`src/rtl/fir_pkg.sv`:
```
// fir_pkg: shared definitions for the FIR tap sequencer slice.
// Holds the sequencer state encoding, the default Q15/Q30 widths and a
// helper that sizes the tap-index buses from the filter length.
package fir_pkg;

    typedef enum logic [2:0] {
        ST_IDLE,
        ST_CLEAR,
        ST_ACC,
        ST_DRAIN,
        ST_OUT
    } fir_state_t;

    localparam int DEF_NUM_TAPS    = 32;
    localparam int DEF_DATA_WIDTH  = 16;
    localparam int DEF_COEFF_WIDTH = 16;
    localparam int DEF_ACCUM_WIDTH = 35;
    localparam int DEF_FRAC_SHIFT  = 15;

    // Width of a tap index; never narrower than one bit.
    function automatic int tapIdxWidth(input int numTaps);
        return (numTaps < 2) ? 1 : $clog2(numTaps);
    endfunction

endpackage

```
`src/rtl/fir_output_quantizer.sv`:
```
// fir_output_quantizer: turns the Q30 MAC accumulator into a Q15 sample.
// Rounds half-up, arithmetic-shifts by FRAC_SHIFT at ACCUM_WIDTH+1 bits,
// then either clips (FIR_SAT_EN defined) or wraps (FIR_SAT_EN undefined).
module fir_output_quantizer
    import fir_pkg::*;
#(
    parameter int DATA_WIDTH  = DEF_DATA_WIDTH,
    parameter int ACCUM_WIDTH = DEF_ACCUM_WIDTH,
    parameter int FRAC_SHIFT  = DEF_FRAC_SHIFT
) (
    input  logic signed [ACCUM_WIDTH-1:0] i_acc,
    output logic signed [DATA_WIDTH-1:0]  o_data,
    output logic                          o_sat
);

    localparam logic [ACCUM_WIDTH:0] ROUND_HALF = (ACCUM_WIDTH + 1)'(1) << (FRAC_SHIFT - 1);

    logic signed [ACCUM_WIDTH:0] w_sum;
    logic signed [ACCUM_WIDTH:0] w_shifted;

    assign w_sum     = $signed({i_acc[ACCUM_WIDTH-1], i_acc}) + $signed(ROUND_HALF);
    assign w_shifted = w_sum >>> FRAC_SHIFT;

`ifdef FIR_SAT_EN
    logic [ACCUM_WIDTH-DATA_WIDTH+1:0] w_upper;

    assign w_upper = w_shifted[ACCUM_WIDTH:DATA_WIDTH-1];

    // Result fits when all bits from the Q15 sign upward agree; otherwise clip toward the sign.
    always_comb begin
        o_data = w_shifted[DATA_WIDTH-1:0];
        o_sat  = 1'b0;
        if (!((&w_upper) || !(|w_upper))) begin
            o_sat = 1'b1;
            if (w_shifted[ACCUM_WIDTH]) begin
                o_data = {1'b1, {(DATA_WIDTH-1){1'b0}}};
            end else begin
                o_data = {1'b0, {(DATA_WIDTH-1){1'b1}}};
            end
        end
    end
`else
    logic w_unused;

    assign w_unused = ^w_shifted[ACCUM_WIDTH:DATA_WIDTH];

    // Without clipping the low Q15 bits are passed through and wrap on overflow.
    always_comb begin
        o_data = w_shifted[DATA_WIDTH-1:0];
        o_sat  = 1'b0;
    end
`endif

endmodule

```
`src/rtl/fir_tap_sequencer.sv`:
```
// fir_tap_sequencer: accepts one Q15 sample, stores it in a circular delay
// line, streams NUM_TAPS (sample, coefficient) pairs into an external MAC,
// then presents the quantised result with a valid/ready handshake.
// Output clipping is selected by the FIR_SAT_EN macro (see the quantizer).
module fir_tap_sequencer
    import fir_pkg::*;
#(
    parameter  int NUM_TAPS    = DEF_NUM_TAPS,
    parameter  int DATA_WIDTH  = DEF_DATA_WIDTH,
    parameter  int COEFF_WIDTH = DEF_COEFF_WIDTH,
    parameter  int ACCUM_WIDTH = DEF_ACCUM_WIDTH,
    parameter  int FRAC_SHIFT  = DEF_FRAC_SHIFT,
    localparam int TAP_IDX_W   = tapIdxWidth(NUM_TAPS)
) (
    input  logic                          clk,
    input  logic                          reset,
    input  logic                          in_valid,
    output logic                          in_ready,
    input  logic signed [DATA_WIDTH-1:0]  in_data,
    input  logic                          coef_wr_en,
    input  logic [TAP_IDX_W-1:0]          coef_wr_addr,
    input  logic signed [COEFF_WIDTH-1:0] coef_wr_data,
    output logic signed [DATA_WIDTH-1:0]  mac_sample,
    output logic signed [COEFF_WIDTH-1:0] mac_coeff,
    output logic                          mac_en,
    output logic                          mac_clr,
    input  logic signed [ACCUM_WIDTH-1:0] mac_acc,
    output logic                          out_valid,
    input  logic                          out_ready,
    output logic signed [DATA_WIDTH-1:0]  out_data,
    output logic                          out_sat,
    output logic                          busy
);

    localparam logic [TAP_IDX_W:0]   TAP_COUNT = (TAP_IDX_W + 1)'(NUM_TAPS);
    localparam logic [TAP_IDX_W-1:0] TAP_MOD   = TAP_IDX_W'(NUM_TAPS);
    localparam logic [TAP_IDX_W-1:0] TAP_LAST  = TAP_IDX_W'(NUM_TAPS - 1);
    localparam logic [TAP_IDX_W-1:0] TAP_ONE   = TAP_IDX_W'(1);

    fir_state_t r_state;
    fir_state_t w_nextState;

    logic signed [DATA_WIDTH-1:0]  r_buf  [NUM_TAPS];
    logic signed [COEFF_WIDTH-1:0] r_coef [NUM_TAPS];
    logic [TAP_IDX_W-1:0]          r_wrPtr;
    logic [TAP_IDX_W-1:0]          r_base;
    logic [TAP_IDX_W-1:0]          r_tap;
    logic signed [DATA_WIDTH-1:0]  r_outData;
    logic                          r_outSat;

    logic [TAP_IDX_W-1:0]          w_rdIdx;
    logic                          w_accept;
    logic                          w_coefWrite;
    logic                          w_idleReady;
    logic signed [DATA_WIDTH-1:0]  w_qData;
    logic                          w_qSat;

    assign w_accept    = (r_state == ST_IDLE) && in_valid;
    assign w_coefWrite = coef_wr_en && ((r_state == ST_IDLE) || (r_state == ST_OUT))
                         && ({1'b0, coef_wr_addr} < TAP_COUNT);
    assign in_ready    = w_idleReady && !reset;
    assign out_data    = r_outData;
    assign out_sat     = r_outSat;

    fir_output_quantizer #(
        .DATA_WIDTH  (DATA_WIDTH),
        .ACCUM_WIDTH (ACCUM_WIDTH),
        .FRAC_SHIFT  (FRAC_SHIFT)
    ) u_quantizer (
        .i_acc  (mac_acc),
        .o_data (w_qData),
        .o_sat  (w_qSat)
    );

    // Delay-line read index walks backwards from the newest sample, wrapping mod NUM_TAPS.
    always_comb begin
        if (r_base >= r_tap) begin
            w_rdIdx = r_base - r_tap;
        end else begin
            w_rdIdx = r_base + TAP_MOD - r_tap;
        end
    end

    // State register.
    always_ff @(posedge clk or posedge reset) begin
        if (reset) begin
            r_state <= ST_IDLE;
        end else begin
            r_state <= w_nextState;
        end
    end

    // Next-state logic and state-decoded MAC/handshake outputs.
    always_comb begin
        w_nextState = r_state;
        w_idleReady = 1'b0;
        busy        = 1'b1;
        mac_clr     = 1'b0;
        mac_en      = 1'b0;
        mac_sample  = '0;
        mac_coeff   = '0;
        out_valid   = 1'b0;
        case (r_state)
            ST_IDLE: begin
                w_idleReady = 1'b1;
                busy        = 1'b0;
                if (in_valid) begin
                    w_nextState = ST_CLEAR;
                end
            end
            ST_CLEAR: begin
                mac_clr     = 1'b1;
                w_nextState = ST_ACC;
            end
            ST_ACC: begin
                mac_en     = 1'b1;
                mac_sample = r_buf[w_rdIdx];
                mac_coeff  = r_coef[r_tap];
                if (r_tap == TAP_LAST) begin
                    w_nextState = ST_DRAIN;
                end
            end
            ST_DRAIN: begin
                w_nextState = ST_OUT;
            end
            ST_OUT: begin
                out_valid = 1'b1;
                if (out_ready) begin
                    w_nextState = ST_IDLE;
                end
            end
            default: begin
                w_nextState = ST_IDLE;
            end
        endcase
    end

    // Store the accepted sample, remember where it went and advance the write pointer.
    always_ff @(posedge clk or posedge reset) begin
        if (reset) begin
            for (int i = 0; i < NUM_TAPS; i++) begin
                r_buf[i] <= '0;
            end
            r_wrPtr <= '0;
            r_base  <= '0;
        end else if (w_accept) begin
            r_buf[r_wrPtr] <= in_data;
            r_base         <= r_wrPtr;
            r_wrPtr        <= (r_wrPtr == TAP_LAST) ? '0 : r_wrPtr + TAP_ONE;
        end
    end

    // Tap counter steps once per ACC cycle and is back at zero when ACC ends.
    always_ff @(posedge clk or posedge reset) begin
        if (reset) begin
            r_tap <= '0;
        end else if (r_state == ST_ACC) begin
            r_tap <= (r_tap == TAP_LAST) ? '0 : r_tap + TAP_ONE;
        end
    end

    // Coefficient file only changes while no sum is in flight, so a result never mixes old and new taps.
    always_ff @(posedge clk or posedge reset) begin
        if (reset) begin
            for (int i = 0; i < NUM_TAPS; i++) begin
                r_coef[i] <= '0;
            end
        end else if (w_coefWrite) begin
            r_coef[coef_wr_addr] <= coef_wr_data;
        end
    end

    // Capture the quantised sum in DRAIN, when the MAC has absorbed the last tap.
    always_ff @(posedge clk or posedge reset) begin
        if (reset) begin
            r_outData <= '0;
            r_outSat  <= 1'b0;
        end else if (r_state == ST_DRAIN) begin
            r_outData <= w_qData;
            r_outSat  <= w_qSat;
        end
    end

endmodule

```
`config.mk`:
```
export PLATFORM = sky130hd
export DESIGN_NAME = fir_tap_sequencer
export DESIGN_NICKNAME = d
export VERILOG_FILES = /design/src/rtl/fir_pkg.sv /design/src/rtl/fir_output_quantizer.sv /design/src/rtl/fir_tap_sequencer.sv
export SDC_FILE = /design/constraint.sdc
export NUM_CORES = 2
export LEC_CHECK = 0
export ABC_CLOCK_PERIOD_IN_PS = 57600
export CELL_PAD_IN_SITES_DETAIL_PLACEMENT = 1
export CELL_PAD_IN_SITES_GLOBAL_PLACEMENT = 1
export CORE_MARGIN = 1
export CORE_UTILIZATION = 59
export CTS_CLUSTER_DIAMETER = 80
export DETAILED_ROUTE_END_ITERATION = 8
export DONT_BUFFER_PORTS = 1
export MAX_ROUTING_LAYER = met4
export PLACE_DENSITY_LB_ADDON = 0.08
export SKIP_CTS_REPAIR_TIMING = 1
export SYNTH_ARGS = -nofsm -noshare
export SYNTH_HDL_FRONTEND = slang
export SYNTH_SLANG_ARGS = --single-unit
```
`constraint.sdc`:
```
create_clock -name clk -period 57.6 [get_ports clk]
set_input_delay 11.52 -clock clk [delete_from_list [all_inputs] [get_ports clk]]
set_output_delay 11.52 -clock clk [all_outputs]
set_load 0.03 [all_outputs]
```
* After elaboration in Yosys (flattened, before gate mapping)
Cells that the tools add are included.
** Storage, ports and cells
- Bits in registers :: 1058
- Bits in latches :: 0
- RAM bits :: 0
- Memory bits (read-only) :: 0
- Input port bits :: 77
- Output and inout port bits :: 54
- Logic and storage cells :: 126
- Memories kept :: 0
** Cells by class
- Add/sub/neg operators :: 4
- Multipliers :: 0
- Div/mod/pow operators :: 0
- Magnitude comparators :: 6
- Eq/ne operators :: 9
- Shift operators :: 0
- Mux-type cells :: 25
- Bitwise gates (word level) :: 4
- Reduce and logical (&&, ||, !) cells :: 9
** Operators by type and width (count)
- $bwmux 512 :: 2
- $bmux 16 s5 :: 2
- $demux 16 s5 :: 2
- $mux 16 :: 8
- $add 31x16->31 const B :: 1
- $ge 6x6->1 const B :: 4
- $not 5->6 :: 4
- $pmux 3 s5 :: 1
- $lt 6x1->1 const B :: 2
- $add 5x1->5 const B :: 2
- $eq 5x5->1 const B :: 2
- $mux 5 :: 2
- $mux 3 :: 3
- $eq 3x2->1 const B :: 2
- $ne 2x2->1 const B :: 3
- $logic_and 1x1->1 :: 5
- $mux 1 :: 5
- $sub 5x5->5 :: 1
- $eq 3x1->1 const B :: 1
- $eq 3x3->1 const B :: 1
- $logic_not 3->1 :: 1
- $reduce_and 3->1 :: 1
- $logic_not 1->1 :: 1
- $logic_or 1x1->1 :: 1

* Depth between registers and ports, before layout
- Depth after elaboration :: 6
- Gate-level depth with buffers :: 12
- Mapped depth without buffers :: 8

* Hierarchy
Synthesis repeated with hierarchy kept, for this count alone.
** Unflattened totals
- Cell total of the unflattened synthesis :: 3410
- Area total of the unflattened synthesis :: 48881.9 um^2
** By module, submodules not included
- fir_tap_sequencer :: instances 1, cells each 3364, area an instance 48492.8 um^2, sequential area each 26500.4 um^2
- fir_output_quantizer :: instances 1, cells each 46, area an instance 389.1 um^2, sequential area each 0.0 um^2

* Worst setup path after synthesis
OpenSTA, ideal clock, no wires.
- Path kind :: input to output
- Start point :: input port reset
- End point :: output port in_ready
- Arrival :: 11.933 ns
- Required time :: 46.080 ns
- Slack :: 34.147 ns
- Stages :: 1
- Buffers on the path :: 0
- Cell sequence :: nor2_1
** Between the ends
- Cells in the longest elaborated chain, start to end :: 2
** Ends and longest elaborated chain
- start: declaration :: RTL line fir_tap_sequencer.sv:16 : input logic reset,
- $logic_not 1->1 (no source line)
- $logic_and 1x1->1 :: RTL line fir_tap_sequencer.sv:61 : assign in_ready = w_idleReady && !reset;
- end: declaration :: RTL line fir_tap_sequencer.sv:18 : output logic in_ready,
Every way passes these cells.

* Final worst setup path
Ends and elaborated chain as after synthesis.

==> out/results.txt <==
critical path's slowest cell: nor2_1
sequential element share of the synthesized area: 0.544
initial antenna violation count: 0
DR DRC count: 0
Worst R2R Path Depth: 5
final cell utilization of the core: 0.651
global-route wire length before repair: 194000 um
CP max stage delay: 0.42 ns
top-area cell type share of the netlist area: 0.544
final WL: 124000 um
dpl hpwl: 74500 um
number of global-route vias before repair: 30900
die area: 83600 um^2
area occupied by multi-input gates: 21000 um^2
worst slew pin tran: 1.35 ns
via count: 27300
Worst EP arrival: 11.94 ns
CP Launch Point: reset
P_sw: 1020 uW
post-synthesis cell count: 3125
Sw Ratio: 0.352
# clock sinks: 1058
Starting Density: 0.600
htree depth: 3
I/O Pins: 131
GR Overflow Total: 0
R2R Path Start: r_state[1]$_DFFE_PP0P_
Fin. Hold Viols: 0
Clk network pwr share: 0.243
Main synth FF type: dfrtp_1
placeable core region: 81100 um^2
synth unique cells: 48
final period utilization: 0.407
crit-path cells: nor2_1
Longest Clk Path Bufs: 3
Iteration-0 DRC Markers: 1752
TritonCTS clock tree: done
unrepaired setup endpoints after global routing: no
Routed wire per std cell: 29.9 um
Int Pwr: 1870 uW
YS warnings: 0
Post-synth EDFFs: 0
crit path capture type: output port
Die X: 289 um
hold path cells: 1
startpoint types: input port
dominant cell type by area after synthesis: dfrtp_1
Max-cap violations: 0
Hold Path Class: reg2reg
CTS Buf Count: 108
Logic pwr share: 0.376
fmax: 42.6 MHz
VDD IR max: 0.0611 mV
Critical Path Fanout Max: 2
#FFs+latches synth: 1058
Via density: 6.60
cell depth of the worst setup path: 1
Syn Area/Cell: 15.6 um^2
DIE HEIGHT: 289 um
# setup viols final: 0
clk_lat worst skew: 0.68 ns
Pre-antenna DRT Iters: 5
root buffer cell: clkbuf_16
layout cells sized above 1: 0.518
gp weighted congestion: 0.817
Final nets: 3081
# fillers: 6908
final worst path period need: 23.46 ns
Flop pwr share: 0.381
Worst-path clk slew: 0.06 ns
register area: 26500 um^2
CP Buf/Inv Count: 0
power per cell area: 54.6 nW/um^2
delay-heaviest family, CP: simple AND/OR/NAND/NOR gates
Hold Startpoint: r_buf[233]$_DFFE_PP0P_
largest net degree at the start of global routing: 201
overall routing resource usage: 0.319
run status: finished clean
Worst Skew: 0.0191 ns
Post-Syn Nets: 3215
ranking of synthesized cells by area: dfrtp_1 54%, mux2_2 24%, mux4_2 13%, clkbuf_1 1.2%, nand2_1 1.0%
Crit Path Category: in2out
Slew HR: 0.0736
Max Slew Vio Count: 0
# rows: 104
Syn Std Cell Area: 48700 um^2
ys async rst share: 1.00
Syn-to-layout area delta: 8.53%
post-route ant nets: 0
Setup TNS: 0 ns
Static Leak: 0.0246 uW
Required @ worst endpoint: 46.08 ns
port buffer count: 0
[synthesized netlist by cell type, types with 5 or more instances]
library cell	count
nand3_1	5
a41o_1	16
buf_1	9
ha_1	12
nor4_1	16
o21ai_0	24
mux2_2	1031
nand4_1	5
nor2_1	25
a21oi_1	18
inv_1	10
and3_1	42
clkbuf_1	162
nor3_1	5
xor2_1	11
nor2_4	7
nand2_2	15
a2111oi_0	48
buf_4	16
buf_2	94
nor3b_1	6
dfrtp_1	1058
mux4_2	288
and2_1	19
nand2_1	134
xnor2_1	9
[power by group through the flow]
stage / Clock (uW) / Combinational, uW / Sequential, uW
final: 699 / 1080 / 1100
after global routing: 740 / 1150 / 1120
after global placement: 0 / 1050 / 1070
after floorplan: 0 / 822 / 1050
after CTS: 712 / 1090 / 1100
after detailed placement: 0 / 1080 / 1100
[routing by layer]
metal | wire, um | track usage | vias to the layer above
li1 | - | - | 11400
met1 | 50100 | 0.398 | 15100
met2 | 64800 | 0.538 | 631
met3 | 4590 | 0.0396 | 270
met4 | 4180 | 0.115 | 0
met5 | 0 | - | -
[worst paths after layout]
path                                      endpoint  slack (ns)
max                                       in_ready       34.14
min                         r_buf[233]$_DFFE_PP0P_        0.50
max reg2reg                r_coef[231]$_DFFE_PP0P_       54.11
min reg2reg                 r_buf[233]$_DFFE_PP0P_        0.50
max in group asynchronous  r_coef[130]$_DFFE_PP0P_       43.13
min in group asynchronous  out_data[1]$_DFFE_PP0P_       10.87
[final cells by class]
type,instances,share of cell area
inverters,12,0.000995
flip-flops and latches,1058,0.502
clock inverters,29,0.00528
clock buffers,169,0.0621
repair buffers,41,0.00654
diodes,1,0.0000474
well taps,1060,0.0251
multi-input cells,1770,0.398
[per-stage QoR]
| step | total power, uW | setup slack, ns | hold WS [ns] | area (um^2) | std cells |
|---|---|---|---|---|---|
| 4_1_cts | 2900 | 34.14 | 0.501 | 52800 | 4139 |
| 3_5_place_dp | 2190 | 34.14 | 0.485 | 49300 | 3941 |
| 6_report | 2880 | 34.14 | 0.497 | 52800 | 4140 |
| 2_1_floorplan | 1870 | 16.30 | 0.450 | 48700 | 3125 |
| 5_1_grt | 3010 | 34.12 | 0.515 | 52800 | 4139 |
| 3_3_place_gp | 2120 | 34.12 | 0.481 | 49300 | 3941 |
[kinds of logic (layout without fill, tap and decap cells)]
kind of cell,Yosys count,count (layout),share of synthesized area
xor+xnor,20,20,0.00360
simple gates,305,305,0.0324
compound gates,110,110,0.0168
flops,1058,1058,0.544
fa+ha+maj,13,13,0.00350
buf+inv,297,251,0.0272
other cells,1,2,0.0000771
mux,1321,1321,0.372
[state kept, by name (all words and copies together) (netlist names)]
signal    cells
r_buf       512
r_coef      512
r_wrPtr       5
r_base        5
out_data     16
r_tap         5
r_state       3
[cell usage in the layout, fill, tap and decap left out, types with 15 or more instances in the layout]
cell type,Yosys,layout
buf_4,16,37
o21ai_0,24,24
nand2_2,15,16
a41o_1,16,16
clkbuf_8,0,26
nand2_1,134,133
clkbuf_1,162,31
clkbuf_16,0,112
nor2_1,25,18
a21oi_1,18,18
clkinv_2,0,22
nor4_2,0,15
a2111oi_0,48,48
dfrtp_1,1058,1055
mux4_2,288,288
and2_1,19,19
and3_1,42,42
mux2_2,1031,1031
(Power assumes the default switching activity.)
